$ cat config.mk
export PLATFORM = sky130hd
export DESIGN_NAME = pc_fetch_unit
export DESIGN_NICKNAME = d
export VERILOG_FILES = /design/src/rtl/pc_fetch_unit.sv
export SDC_FILE = /design/constraint.sdc
export NUM_CORES = 1
export LEC_CHECK = 0
export ABC_AREA = 1
export BUFFER_PORTS_ARGS = -buffer_cell sky130_fd_sc_hd__buf_2
export CORE_MARGIN = 4
export CORE_UTILIZATION = 51
export DETAILED_ROUTE_END_ITERATION = 12
export PLACE_DENSITY_LB_ADDON = 0.08
export SYNTH_ARGS = -nofsm -noshare
export SYNTH_HDL_FRONTEND = slang
export SYNTH_SLANG_ARGS = --single-unit
$ cat constraint.sdc
create_clock -name clk -period 2.66 [get_ports clk]
set_input_delay 0.532 -clock clk [delete_from_list [all_inputs] [get_ports clk]]
set_output_delay 0.532 -clock clk [all_outputs]
set_load 0.01 [all_outputs]
$ cat src/rtl/pc_fetch_unit.sv
// pc_fetch_unit: owns the architectural PC and fetches one instruction at a time
//
// Ports:
//   clk            core clock, all state updates on the rising edge
//   rst            synchronous active-high reset, overrides every other input
//   pc_next        next-PC from the next-PC logic, sampled only on retire
//   retire         current instruction completed (meaningful only in EXEC)
//   pc             current architectural PC
//   imem_req_valid fetch request valid (pure state decode, no input paths)
//   imem_req_ready memory accepts the request this cycle
//   imem_addr      fetch address, always equal to pc
//   imem_rsp_valid response data valid (accepted only while waiting)
//   imem_rsp_data  instruction word
//   instr          captured instruction
//   instr_valid    instr is valid and awaiting retire
//   misalign_trap  sticky, a misaligned pc_next was retired
//   retired_count  number of retired instructions, wraps modulo 2^32
module pc_fetch_unit #(
    parameter logic [31:0] RESET_PC = 32'h0000_0000
) (
    input  logic        clk,
    input  logic        rst,
    input  logic [31:0] pc_next,
    input  logic        retire,
    output logic [31:0] pc,
    output logic        imem_req_valid,
    input  logic        imem_req_ready,
    output logic [31:0] imem_addr,
    input  logic        imem_rsp_valid,
    input  logic [31:0] imem_rsp_data,
    output logic [31:0] instr,
    output logic        instr_valid,
    output logic        misalign_trap,
    output logic [31:0] retired_count
);
    typedef enum logic [2:0] {IDLE, REQ, WAIT, EXEC, TRAP} state_t;

    state_t      r_state;
    state_t      w_next;
    logic [31:0] r_pc;
    logic [31:0] r_instr;
    logic [31:0] r_count;
    logic        w_retire;
    logic        w_capture;

    assign w_retire  = (r_state == EXEC) && retire;
    assign w_capture = (r_state == WAIT) && imem_rsp_valid;

    always_ff @(posedge clk) begin
        if (rst) r_state <= IDLE;
        else     r_state <= w_next;
    end

    always_comb begin
        w_next = r_state;
        case (r_state)
            IDLE:    w_next = REQ;
            REQ:     w_next = imem_req_ready ? WAIT : REQ;
            WAIT:    w_next = imem_rsp_valid ? EXEC : WAIT;
            EXEC:    w_next = !retire ? EXEC : (pc_next[1:0] == 2'b00) ? REQ : TRAP;
            default: w_next = TRAP;
        endcase
    end

    always_ff @(posedge clk) begin
        if (rst) begin
            r_pc    <= RESET_PC;
            r_instr <= 32'h0;
            r_count <= 32'h0;
        end else begin
            if (w_capture) r_instr <= imem_rsp_data;
            if (w_retire) begin
                r_pc    <= pc_next;
                r_count <= r_count + 32'd1;
            end
        end
    end

    // All handshake outputs decode registered state only, keeping inputs
    // off the request path; TRAP is terminal so the trap flag is sticky.
    assign pc             = r_pc;
    assign imem_addr      = r_pc;
    assign imem_req_valid = (r_state == REQ);
    assign instr          = r_instr;
    assign instr_valid    = (r_state == EXEC);
    assign misalign_trap  = (r_state == TRAP);
    assign retired_count  = r_count;
endmodule

==> results_dict.tcl, run 1 <==
set metrics [dict create \
    status "complete, no violations" \
    synth_mux_area_share_pct 0 \
    clock.fmax_ghz 0.5219 \
    routed_wl_um 11850 \
    rr_startpoint "r_state[1]$_SDFF_PP0_" \
    synth.distinct_cells 32 \
    syn_inst 628 \
    grt_usage_pct 22.74 \
    yosys_warnings 0 \
    final_common_cell "buf_2" \
    yosys.area_share.adder_pct 0.2808 \
    rrSetupSlack_ps 780 \
    cp.required_ps 2130 \
    firstDrtPassIters 5 \
    grt_busiest_layer "met2" \
    rr_worst_depth 7 \
    area_growth_pct 21.88 \
    cp-startpoint "r_state[0]$_SDFF_PP0_" \
    p_per_area_nw_per_um2 495.9 \
    use_met3_pct 4.890 \
    synthArstFlopShare_pct 0 \
    dominantRegCellSynth "dfxtp_1" \
    port_buffers 199 \
    hold_path_class "primary input to flip-flop" \
    core_um2 8341 \
    yosys_register_bits 99 \
    syn_avg_cell_area_um2 7.095 \
    numCtsBuffers 9 \
    cts.sinks 99 \
    cts_resized 0 \
    worstSetupPathType "flip-flop to primary output" \
    p_leak_uw 0.002575 \
    grt_max_degree 48 \
    worst_pin_slew_ps 695.9 \
    nets 858 \
    skew_ps 15.03 \
    drive_gt1_share_pct 29.63 \
    vias_per_cell 4.964 \
    min_period_ps 1916 \
    grt_pass1_vias 4194 \
    slew_headroom_pct 53.55 \
    yosysSeqAreaShare_pct 44.48 \
    dieArea_um2 10300 \
    finalCritPeriodShare_pct 72.04 \
    antenna_found_initial 0 \
    arrival_ps 1380 \
    drv_slew 0 \
    pin_count 200 \
    synth_area_um2 4456 \
    vias 4458 \
    clk_latency_ps 360 \
    ctsHoldBuffers 0 \
    synth_top_family_by_area "simple AND/OR/NAND/NOR gates" \
    hold_viol 0 \
    overflow 0 \
    initial_core_util_pct 53.42 \
    fillers 820 \
    grt_pass1_wl_um 19070 \
    grtUsageMet1_pct 26.91 \
    reg2reg_to "r_state[0]$_SDFF_PP0_" \
    drtIter0Drc 189 \
    max_cap_violations 0 \
    grt_use_met2_pct 40.64 \
    rows 33 \
    drc_errors 0 \
    peakVddDrop_uv 282.7 \
    end_kind "primary output" \
    cp-start-kind "flip-flop" \
    grt_setup_unrepaired "no" \
    gp_congestion 0.8941 \
    post_cts_buffers 0 \
    synth-xor-area-share_pct 0.1966 \
    diodes 0 \
    avgRoutedWirePerCell_um 13.20 \
    synth_nets 698 \
    setup_tns_ps 0 \
    synth-simple-area-share_pct 31.37 \
    cts_tree "yes" \
    ctsRootBufferMaster "clkbuf_8" \
    final_util_pct 65.11 \
    cts_max_path_buffers 2 \
    setup_violations 0 \
    clkTransAtPathRegs_ps 100 \
    crit_fanout 6 \
    die_y_um 101.5 \
    final_cell_mix "199 x buf_2, 144 x nand2_1, 127 x nor2_1" \
    hpwl_um 9027 \
    crit_end "imem_req_valid" \
    postRouteAntennaNets 0 \
    synth_compound_area_share_pct 10.87 \
    synth_edf_count 0 \
    htree_levels 3 \
    die_w_um 101.5 \
]
## where the power goes
group / leakage [uW] / switching (uW) / internal (uW)
combinational: 0.00168 / 136 / 103
sequential: 0.000800 / 25.1 / 1520
clock: 0.0000963 / 556 / 356
## routing by layer
metal | vias up | routed length, um | share of wire [%]
met5 | - | 0 | 0
met3 | 19 | 885 | 7.5
met2 | 142 | 5849 | 49
li1 | 2281 | - | -
met4 | 0 | 199 | 1.7
met1 | 2016 | 4916 | 41
## cell type report
type                    count  area [um2]  area share (%)
well taps                 105       131.4           2.419
inverters                  50       187.7           3.456
clock inverters             7       56.30           1.037
multi-input cells         424        1903           35.05
flip-flops and latches     99        1982           36.50
clock buffers               9       123.9           2.281
repair buffers            204        1046           19.26
## worst min path at each step
| stage | slack [ps] | endpoint | depth (start not counted) | start |
|---|---|---|---|---|
| finish | 400 | imem_addr[19]$_SDFFE_PP0P_ | 3 | pc_next[19] |
| detailed placement | 470 | instr[6]$_SDFFE_PP0P_ | 2 | instr[6]$_SDFFE_PP0P_ |
| floorplan | 500 | imem_addr[14]$_SDFFE_PP0P_ | 2 | imem_addr[14]$_SDFFE_PP0P_ |
| CTS | 400 | imem_addr[23]$_SDFFE_PP0P_ | 3 | pc_next[23] |
| global route | 390 | imem_addr[19]$_SDFFE_PP0P_ | 3 | pc_next[19] |
| global placement | 460 | imem_addr[30]$_SDFFE_PP0P_ | 2 | imem_addr[30]$_SDFFE_PP0P_ |
## metrics by stage
| step | area, um2 | worst slack [ps] | std cells | hold slack, ps | total power [uW] |
|---|---|---|---|---|---|
| after floorplan | 4456 | 1209 | 628 | 499.3 | 1713 |
| after global placement | 5250 | 813.1 | 882 | 458.6 | 1811 |
| after detailed placement | 5250 | 727.7 | 882 | 465.9 | 1817 |
| after CTS | 5430 | 743.1 | 898 | 398.0 | 2714 |
| after global routing | 5430 | 529.6 | 898 | 395.0 | 2820 |
| final | 5430 | 743.8 | 898 | 404.4 | 2693 |
## synth_stat cells, drive strengths merged, types with 3 or more instances
cell    count  share of area, %
nor2      132                12
nand2     147                13
dfxtp      99                44
buf        43               7.6
o21ai      41               4.6
clkbuf     12               1.0
nand3      23               2.7
inv        50               4.2
nand4      13               2.2
nor3       13               1.8
o21bai      3              0.51
a21oi      45               5.1
## state kept, by name (all words and copies together) (netlist names)
register / count
r_state: 3
imem_addr: 32
instr: 32
retired_count: 32
## worst max-delay path, cell delays in order (launching register included)
cell and delay, ps:
dfxtp_1 500, inv_1 70, nor3_1 250, buf_2 210
## cell families after synthesis
logic type | Yosys count
AO/OA/AOI/OAI | 93
XOR/XNOR | 1
adder cells (fa/ha/maj) | 1
flip-flops | 99
buffers and inverters | 105
AND/OR/NAND/NOR | 329
Note: power is estimated with default switching activity, not from simulation.
==> run 2: changes to the inputs <==
ABC_AREA = 0   (was 1)
CORE_UTILIZATION = 46   (was 51)
clock period = 1.9 ns   (was 2.66 ns; I/O delays follow)
==> results_dict.tcl, run 2 <==
set metrics [dict create \
    status "complete, no violations" \
    hpwl_um 7991 \
    syn_avg_cell_area_um2 8.022 \
    firstDrtPassIters 4 \
    yosysSeqAreaShare_pct 47.70 \
    hold_viol 0 \
    worstHoldStart "pc_next[27]" \
    min_to "imem_addr[27]$_SDFFE_PP0P_" \
    multi_input_area_um2 1808 \
    yosysMostFrequentCell "nand2_1" \
    whs_path_depth 3 \
    diodes 0 \
    synth.distinct_cells 36 \
    max_cap_violations 0 \
    port_buffers 199 \
    ctsRootBufferMaster "clkbuf_8" \
    drive_gt1_share_pct 35.90 \
    vias 4056 \
    synthArstFlopShare_pct 0 \
    routed_wl_um 11040 \
    avgRoutedWirePerCell_um 13.86 \
    overflow 0 \
    dominantRegCellSynth "dfxtp_1" \
    drv_slew 0 \
    drtIter0Drc 92 \
    die_w_um 103.0 \
    grt_pass1_wl_um 17130 \
    power.total_uw 3870 \
    final_util_pct 60.97 \
    clk_latency_ps 360 \
    drc_errors 0 \
    ctsHoldBuffers 0 \
    dieArea_um2 10620 \
    end_kind "flip-flop" \
    yosys.area.top_type "dfxtp_1" \
    synthTopCellsByCount "143 x nand2_1, 99 x dfxtp_1, 88 x a21oi_1" \
    p_leak_uw 0.002400 \
    clkTransAtPathRegs_ps 100 \
    setup_violations 0 \
    post_cts_buffers 0 \
    cts_tree "yes" \
    cp.required_ps 2150 \
    hold_path_class "primary input to flip-flop" \
    synthTopCellsByArea "dfxtp_1 48%, nand2_1 13%, a21oi_1 11%" \
    post_dp_cell_area_um2 5104 \
    area_growth_pct 28.58 \
    postRouteAntennaNets 0 \
    arrival_ps 2060 \
    core_um2 8763 \
    slew_headroom_pct 72.66 \
    syn_inst 518 \
    worst_pin_slew_ps 410.1 \
    grt_pass1_vias 3769 \
    finalCritPeriodShare_pct 95.48 \
    final_cell_mix "199 x buf_2, 143 x nand2_1, 98 x dfxtp_1" \
    crit_fanout 7 \
    synth_nets 588 \
    final_common_cell "buf_2" \
    synth_edf_count 0 \
    grt_max_degree 40 \
    rr_worst_depth 4 \
    clock.fmax_ghz 0.5512 \
    seqCellArea_um2 1983 \
    fin_area_um2 5343 \
    reg2reg_to "retired_count[28]$_SDFFE_PP0P_" \
    initial_core_util_pct 47.42 \
    die_y_um 103.0 \
    cts_max_path_buffers 2 \
    synth_top_area_share_pct 47.70 \
    setup_tns_ps 0 \
    grt_usage_pct 20.04 \
    synth_area_um2 4155 \
    cts.sinks 99 \
    antenna_found_initial 0 \
    yosys_register_bits 99 \
    rr_startpoint "retired_count[9]$_SDFFE_PP0P_" \
    worstSetupPathType "flip-flop to flip-flop" \
    htree_levels 3 \
    gp_congestion 0.7860 \
    cp-start-kind "flip-flop" \
    min_period_ps 1814 \
    rows 34 \
    yosys_warnings 0 \
    nets 753 \
    grt_setup_unrepaired "yes" \
    numCtsBuffers 9 \
    skew_ps 11.76 \
    peakVddDrop_uv 451.3 \
    p_per_area_nw_per_um2 724.3 \
    rrSetupSlack_ps 90 \
    fillers 839 \
    vias_per_cell 5.095 \
    pin_count 200 \
]
## run 2: cell types whose count changed in the layout (fill, tap and decap cells not counted), moves of 7 or more
cell,change
or3_1,+7
or4_1,+11
inv_1,-44
o31ai_1,+11
nor2_1,-114
nor3_1,-9
a21oi_1,+43
o21ai_0,-32
nand3_1,-9
buf_4,+16
## run 2: critical path, stage by stage (launching register included)
cell and delay (ps):
dfxtp_1 430, and4_1 320, nand3_1 220, nor4_1 360
mux2_2 370
## run 2: repair_timing
item / CTS / global route
hold endpoints to repair: 0 / 0
setup endpoints to repair: 3 / 7
resized for setup: 1 / 5
## run 2: cell type report
cell class,instances,area share (%)
inverter,3,0.2108
multi-input combinational,349,33.84
timing repair buffer,221,22.20
tap,108,2.529
sequential,99,37.12
clock inverter,5,1.265
clock buffer,11,2.834
## run 2: kinds of logic (layout without fill, tap and decap cells)
| logic type | after synthesis | count (layout) | share of synthesized area, % |
|---|---|---|---|
| simple gates | 226 | 226 | 25.56 |
| compound gates | 111 | 111 | 14.33 |
| flops | 99 | 99 | 47.70 |
| buf+inv | 70 | 240 | 9.605 |
| xor+xnor | 8 | 8 | 1.686 |
| mux | 3 | 3 | 0.8130 |
| fa+ha+maj | 1 | 1 | 0.3011 |
## run 2: power by group
part	leakage (uW)	internal (uW)	total, uW	switching (uW)
combinational	0.00149	128	286	158
sequential	0.000799	2110	2120	16.3
clock	0.000112	703	1460	760
total	0.00240	2940	3870	933
## run 2: stage by stage
stage | instances | hold slack [ps] | worst slack, ps
after CTS | 796 | 222.9 | 19.23
after detailed placement | 780 | 443.5 | -39.20
after global routing | 796 | 227.4 | -30.33
final | 796 | 241.7 | 85.89
after global placement | 780 | 438.8 | 11.77
after floorplan | 518 | 480.5 | 134.9
## run 2: how the worst max path moves through the flow
stage / start / end / slack [ps] / cells after the start
4_1_cts: retired_count[1]$_SDFFE_PP0P_ / retired_count[20]$_SDFFE_PP0P_ / 20 / 6
6_report: retired_count[9]$_SDFFE_PP0P_ / retired_count[28]$_SDFFE_PP0P_ / 90 / 4
3_5_place_dp: retire / retired_count[20]$_SDFFE_PP0P_ / -40 / 6
2_1_floorplan: retired_count[0]$_SDFFE_PP0P_ / retired_count[28]$_SDFFE_PP0P_ / 130 / 6
3_3_place_gp: retire / retired_count[22]$_SDFFE_PP0P_ / 10 / 6
5_1_grt: retired_count[9]$_SDFFE_PP0P_ / retired_count[28]$_SDFFE_PP0P_ / -30 / 4
## run 2: per-layer routing
| layer | track usage [%] | routed length (um) | up-vias |
|---|---|---|---|
| met5 | 0 | 0 | - |
| met4 | 8.566 | 213 | 0 |
| met3 | 5.142 | 891 | 17 |
| met2 | 34.53 | 5371 | 135 |
| met1 | 23.51 | 4559 | 1835 |
| li1 | - | - | 2069 |
